File: src/rtl/avg_frame_stats_if.sv
// avg_frame_stats_if
// Bundles the sample input, the report handshake and the frame statistics
// of avg_frame_stats into one interface.
// The "slave" modport is the view of the statistics block.
// The "master" modport is the view of whatever feeds it samples and consumes its reports.
// Optional feature macro: AVG_STATS_DROP_CNT_EN adds the drop_cnt signal.
interface avg_frame_stats_if;

    logic        in_valid;
    logic [7:0]  in_data;
    logic        out_ready;
    logic        out_valid;
    logic [7:0]  min_val;
    logic [7:0]  max_val;
    logic [15:0] sum_val;
    logic [7:0]  frame_no;
`ifdef AVG_STATS_DROP_CNT_EN
    logic [7:0]  drop_cnt;
`endif

    modport slave (
        input  in_valid,
        input  in_data,
        input  out_ready,
        output out_valid,
        output min_val,
        output max_val,
        output sum_val,
        output frame_no
`ifdef AVG_STATS_DROP_CNT_EN
        ,
        output drop_cnt
`endif
    );

    modport master (
        output in_valid,
        output in_data,
        output out_ready,
        input  out_valid,
        input  min_val,
        input  max_val,
        input  sum_val,
        input  frame_no
`ifdef AVG_STATS_DROP_CNT_EN
        ,
        input  drop_cnt
`endif
    );

endinterface

File: src/rtl/avg_frame_stats.sv
// avg_frame_stats
// Collects FRAME_LEN averaged samples per frame and tracks min, max and sum.
// FRAME_LEN has a legal range of 2..256.
// Once the frame is complete, it presents a report that is held until the consumer
// completes a valid/ready handshake.
// Samples that arrive while a report is pending are dropped.
// The report registers are separate from the running accumulators, so
// min_val/max_val/sum_val keep showing the last report while the next frame is
// being collected.
// Optional feature macro: AVG_STATS_DROP_CNT_EN compiles in an 8-bit saturating
// counter of samples dropped while a report is pending.
module avg_frame_stats #(
    parameter int FRAME_LEN = 120
) (
    input  logic           clk,
    input  logic           reset,
    avg_frame_stats_if.slave bus
);

    // The counter must be able to hold FRAME_LEN itself (256 needs 9 bits).
    localparam int CNT_W = $clog2(FRAME_LEN + 1);
    localparam logic [CNT_W-1:0] LAST_IDX = CNT_W'(FRAME_LEN - 1);

    typedef enum logic {
        COLLECT = 1'b0,
        REPORT  = 1'b1
    } state_t;

    state_t           state;
    logic [CNT_W-1:0] sample_cnt;

    logic [7:0]       acc_min;
    logic [7:0]       acc_max;
    logic [15:0]      acc_sum;

    logic             rpt_valid;
    logic [7:0]       rpt_min;
    logic [7:0]       rpt_max;
    logic [15:0]      rpt_sum;
    logic [7:0]       rpt_frame;

    logic             accept;
    logic             first_sample;
    logic             last_sample;
    logic             handshake;
    logic [7:0]       next_min;
    logic [7:0]       next_max;
    logic [15:0]      next_sum;

    // Running statistics including the sample being accepted this cycle.
    // The first sample of a frame bypasses the compare so stale values never leak in.
    always_comb begin
        accept       = 1'b0;
        first_sample = 1'b0;
        last_sample  = 1'b0;
        handshake    = 1'b0;
        next_min     = acc_min;
        next_max     = acc_max;
        next_sum     = acc_sum;

        accept       = (state == COLLECT) && bus.in_valid;
        first_sample = (sample_cnt == '0);
        last_sample  = (sample_cnt == LAST_IDX);
        handshake    = (state == REPORT) && rpt_valid && bus.out_ready;

        if (first_sample) begin
            next_min = bus.in_data;
            next_max = bus.in_data;
            next_sum = {8'h00, bus.in_data};
        end else begin
            next_min = (bus.in_data < acc_min) ? bus.in_data : acc_min;
            next_max = (bus.in_data > acc_max) ? bus.in_data : acc_max;
            next_sum = acc_sum + {8'h00, bus.in_data};
        end
    end

    // Frame FSM: accumulate in COLLECT, latch and hold the report until handshake in REPORT.
    always_ff @(posedge clk) begin
        if (reset) begin
            state      <= COLLECT;
            sample_cnt <= '0;
            acc_min    <= 8'h00;
            acc_max    <= 8'h00;
            acc_sum    <= 16'h0000;
            rpt_valid  <= 1'b0;
            rpt_min    <= 8'h00;
            rpt_max    <= 8'h00;
            rpt_sum    <= 16'h0000;
            rpt_frame  <= 8'h00;
        end else begin
            case (state)
                COLLECT: begin
                    if (accept) begin
                        sample_cnt <= sample_cnt + CNT_W'(1);
                        acc_min    <= next_min;
                        acc_max    <= next_max;
                        acc_sum    <= next_sum;
                        if (last_sample) begin
                            rpt_min   <= next_min;
                            rpt_max   <= next_max;
                            rpt_sum   <= next_sum;
                            rpt_valid <= 1'b1;
                            state     <= REPORT;
                        end
                    end
                end
                REPORT: begin
                    if (handshake) begin
                        rpt_valid  <= 1'b0;
                        rpt_frame  <= rpt_frame + 8'd1;
                        sample_cnt <= '0;
                        state      <= COLLECT;
                    end
                end
                default: begin
                    state <= COLLECT;
                end
            endcase
        end
    end

    assign bus.out_valid = rpt_valid;
    assign bus.min_val   = rpt_min;
    assign bus.max_val   = rpt_max;
    assign bus.sum_val   = rpt_sum;
    assign bus.frame_no  = rpt_frame;

`ifdef AVG_STATS_DROP_CNT_EN
    logic [7:0] drop_q;

    // Count samples discarded while a report is pending, saturating at 255.
    always_ff @(posedge clk) begin
        if (reset) begin
            drop_q <= 8'h00;
        end else if ((state == REPORT) && bus.in_valid && (drop_q != 8'hFF)) begin
            drop_q <= drop_q + 8'd1;
        end
    end

    assign bus.drop_cnt = drop_q;
`endif

endmodule
File: src/flat_wrapper.sv
// flat-port wrapper written by rule: the top's interface ports become plain ports
module avg_frame_stats_flat 
#(
    parameter int FRAME_LEN = 120
)
  (clk, reset, bus_in_valid, bus_in_data, bus_out_ready, bus_out_valid, bus_min_val, bus_max_val, bus_sum_val, bus_frame_no);
  avg_frame_stats_if bus_i ();
  input  logic clk;
  input  logic reset;
  input wire logic [$bits(bus_i.in_valid)-1:0] bus_in_valid;
  input wire logic [$bits(bus_i.in_data)-1:0] bus_in_data;
  input wire logic [$bits(bus_i.out_ready)-1:0] bus_out_ready;
  output wire logic [$bits(bus_i.out_valid)-1:0] bus_out_valid;
  output wire logic [$bits(bus_i.min_val)-1:0] bus_min_val;
  output wire logic [$bits(bus_i.max_val)-1:0] bus_max_val;
  output wire logic [$bits(bus_i.sum_val)-1:0] bus_sum_val;
  output wire logic [$bits(bus_i.frame_no)-1:0] bus_frame_no;
  assign bus_i.in_valid = bus_in_valid;
  assign bus_i.in_data = bus_in_data;
  assign bus_i.out_ready = bus_out_ready;
  assign bus_out_valid = bus_i.out_valid;
  assign bus_min_val = bus_i.min_val;
  assign bus_max_val = bus_i.max_val;
  assign bus_sum_val = bus_i.sum_val;
  assign bus_frame_no = bus_i.frame_no;
  avg_frame_stats #(.FRAME_LEN(FRAME_LEN)) u_core (.clk(clk), .reset(reset), .bus(bus_i));
endmodule
File: config.mk
export PLATFORM = sky130hd
export DESIGN_NAME = avg_frame_stats_flat
export DESIGN_NICKNAME = d
export VERILOG_FILES = /design/src/rtl/avg_frame_stats_if.sv /design/src/rtl/avg_frame_stats.sv /design/src/flat_wrapper.sv
export SDC_FILE = /design/constraint.sdc
export NUM_CORES = 1
export LEC_CHECK = 0
export CORE_MARGIN = 2
export CORE_UTILIZATION = 60
export CTS_CLUSTER_DIAMETER = 50
export DETAILED_ROUTE_END_ITERATION = 10
export MAX_ROUTING_LAYER = met4
export PLACE_DENSITY = 0.85
export SLEW_MARGIN = 10
export SYNTH_ARGS = -nofsm -noshare
export SYNTH_HDL_FRONTEND = slang
export SYNTH_SLANG_ARGS = --single-unit
File: constraint.sdc
create_clock -name clk -period 3.7 [get_ports clk]
set_clock_uncertainty 0.1 [all_clocks]
set_input_delay 0.74 -clock clk [delete_from_list [all_inputs] [get_ports clk]]
set_output_delay 0.74 -clock clk [all_outputs]
set_load 0.005 [all_outputs]
==> metrics.txt <==
status=completed; RR Endpoint=u_core.acc_sum[10]$_SDFFE_PP0P_; Die Y-Extent=between 90 and 100 um; CTS Hold Bufs=0; DIE AREA=between 0.008 and 0.009 mm^2; Met1 Wirelength=roughly 5000 um; Syn-to-layout area delta=17.4%; number of global-route vias before repair=around 4,000; core area=a little over 0.007 mm^2; largest net degree at the start of global routing=64; Post-Synth Simple-Gate Area=0.248; register area share after synthesis=0.361; compound-cell area share of the yosys netlist=0.194; Netlist Area Pre-Place=approximately 0.0045 mm^2; VDD IR max=0.000206 V; Nets=~600; power per cell area=358 mW/mm^2; PortBufs=between 50 and 60; final routed DRC violation total=0; First DRT Iteration DRCs=about 340; Critical Path End Type=register; Synth async-reset ratio=0; top_reg_cell synth=dfxtp_1; Initial Util=0.619; share of cells above drive strength 1=0.0683; Hold Vio Cnt, Final=0; Num CTS Buffers=9; xor/xnor share of the synthesized area=0.0332; Synth Net Count=between 500 and 600; Fill cells=565; WHS=about 0.37 ns; largest cells by area after synthesis=dfxtp_1 (36%), ha_1 (7.2%), nor2_1 (4.8%), nand2b_1 (3.9%), mux2i_1 (3.8%); R2R setup slack=between 1 and 1.5 ns; RSZ-0062 raised after global routing=no; routed wl met2=around 5000 um; final WL=around 11,000 um; Die Width=around 90 um; via count=about 4,200; syn avg cell area=~8.6 um^2; DR WL/cell=~16 um; All-Layer GR Usage=0.282; total power=approximately 0.0019 W; Final setup violation count=0; H-tree Lvls=3; crit path time final=roughly 3.1 ns; Worst-Margin Slew=0.944 ns; Worst R2R Start=u_core.acc_sum[0]$_SDFFE_PP0P_; Mapped Cells=roughly 530; CP startpoint=bus_in_data[1]; FF+latch count, synth=81; critical path endpoint=u_core.acc_sum[10]$_SDFFE_PP0P_; reg2reg path depth=7; DR WL met3=718 um; Synth area leader=dfxtp_1; Rows=31; Post-Synth Adder-Cell Area=0.0769; Max Clk Rate=roughly 0.32 GHz; grt ovf=0; number of flops mapped to enable cells by yosys=0; root buf cell=clkbuf_8; CTS Sinks=81; period utilization=0.837; Critical Path RT=around 3.9 ns; CTS tree=done; startpoint kind of the worst setup timing path=primary input; synth warn=0; FF/Latch Area=roughly 0.0016 mm^2; crit path max fanout=8; global-route wire length before repair=about 19,000 um; post-synth top area share=0.361; Synth cell types=56; WP data arrival=roughly 3.3 ns; DR vias/cell=6.20; setup tns final=0 ns; I/O pin cnt=53; largest family of logic cells by synthesized area=simple AND/OR/NAND/NOR gates; area of the multi-input gates=roughly 0.0027 mm^2; Pre-antenna DRT Iters=5; final slew viol count=0; crit path kind=primary input to register; Final HPWL DP=7570 um; normalized max-slew margin=0.371; hold crit path type=register to register; post-CTS setup buffer count=0; clock buffer depth=2; Static Leak=1.91 nW; Placer Congestion=just over 0.9; Post-DRT Antenna Nets=0; CTS resizes=0; ANT cells=0; Max Cap Viol=0; post-synthesis mux area share=0.0379; initial antenna violation count=0; Clock transition at path regs=0.08 ns; Top Layer Used=met4; Clock Latency Late Sink=between 0.3 and 0.4 ns
## critical path, cell delays in order
cell and delay [ns]:
clkdlybuf4s50_1 0.63, fa_1 0.58, a211oi_1 0.47, nor3b_2 0.14
nor2_1 0.33, o211ai_1 0.20, a31oi_1 0.19
## cell usage after synthesis, types with 3 or more instances
cell,instances
dfxtp_1,81
nor2_1,57
nand2_1,35
a21oi_1,28
nand2b_1,28
ha_1,26
a211oi_1,21
nand3_1,20
clkbuf_1,19
inv_1,17
mux2i_1,17
nand4_1,15
nor4_1,10
xor2_1,10
a311oi_1,9
buf_2,9
o31ai_1,9
and3_1,8
o21ai_0,8
a31oi_1,7
o211ai_1,7
xnor2_1,7
nand3b_1,6
a2111oi_0,5
a211o_1,5
nor2b_1,5
nor3_1,5
o21bai_1,5
or3_1,4
a2111o_1,3
a21o_1,3
and4_1,3
o2111ai_1,3
## through the flow
| step | instance area (um^2) | utilization | std cells | worst slack [ns] |
|---|---|---|---|---|
| after floorplan | 4490 | - | 525 | 1.08 |
| after global placement | 5070 | 0.700 | 655 | 0.411 |
| after detailed placement | 5070 | 0.700 | 655 | 0.304 |
| after CTS | 5270 | 0.726 | 670 | 0.647 |
| after global routing | 5270 | 0.726 | 670 | 0.356 |
| final | 5270 | 0.726 | 670 | 0.602 |
## kinds of logic (layout without fill, tap and decap cells)
family                   after synthesis  after routing
XOR/XNOR                              17             17
AND/OR/NAND/NOR                      212            212
buffers and inverters                 50             96
AO/OA/AOI/OAI                        121            121
flip-flops                            81             81
multiplexers                          17             17
adder cells (fa/ha/maj)               27             27
## placed cells by master (no fill, tap or decap), types with 15 or more instances in the layout
master and n:
nand4_1 15, dfxtp_1 81, ha_1 26, clkdlybuf4s50_1 51, nor2_1 57, inv_1 17, a211oi_1 21, mux2i_1 17
nand3_1 20, nand2_1 35, nand2b_1 28, a21oi_1 28
## sequential cells by signal (all words and copies together), names as in the netlist
signal,cells
u_core.acc_max,8
u_core.bus.sum_val,16
u_core.bus.frame_no,8
u_core.bus.min_val,8
u_core.acc_sum,16
u_core.acc_min,8
u_core.bus.max_val,8
u_core.sample_cnt,7
u_core.bus.out_valid,1
u_core.state,1
## worst min path at each step
stage	start	to	slack, ns	depth (start not counted)
4_1_cts	u_core.acc_sum[2]$_SDFFE_PP0P_	u_core.acc_sum[2]$_SDFFE_PP0P_	0.37	2
5_1_grt	u_core.acc_sum[2]$_SDFFE_PP0P_	u_core.acc_sum[2]$_SDFFE_PP0P_	0.38	2
2_1_floorplan	u_core.acc_sum[2]$_SDFFE_PP0P_	u_core.acc_sum[2]$_SDFFE_PP0P_	0.34	2
3_5_place_dp	u_core.acc_sum[2]$_SDFFE_PP0P_	u_core.acc_sum[2]$_SDFFE_PP0P_	0.36	2
3_3_place_gp	u_core.bus.sum_val[2]$_SDFFE_PP0P_	u_core.bus.sum_val[2]$_SDFFE_PP0P_	0.35	2
6_report	u_core.bus.sum_val[2]$_SDFFE_PP0P_	u_core.bus.sum_val[2]$_SDFFE_PP0P_	0.37	2
## report_power, final
part           switching (W)  internal (W)  leakage (nW)
clock               0.000310      0.000343         0.102
sequential         0.0000199      0.000895         0.657
combinational       0.000200      0.000117          1.15
## layout make-up
cell class | count | area share
clock buffer | 12 | 0.0294
clock inverter | 3 | 0.00760
inverter | 17 | 0.0121
multi-input combinational | 394 | 0.505
sequential | 81 | 0.308
tap | 99 | 0.0235
timing repair buffer | 64 | 0.115
## metal layers
layer | track usage | vias to the layer above
met3 | 0.0518 | 27
met4 | 0.0923 | 0
met5 | - | -
li1 | - | 2013
met2 | 0.447 | 197
met1 | 0.366 | 1920
Note: power is estimated with default switching activity, not from simulation.
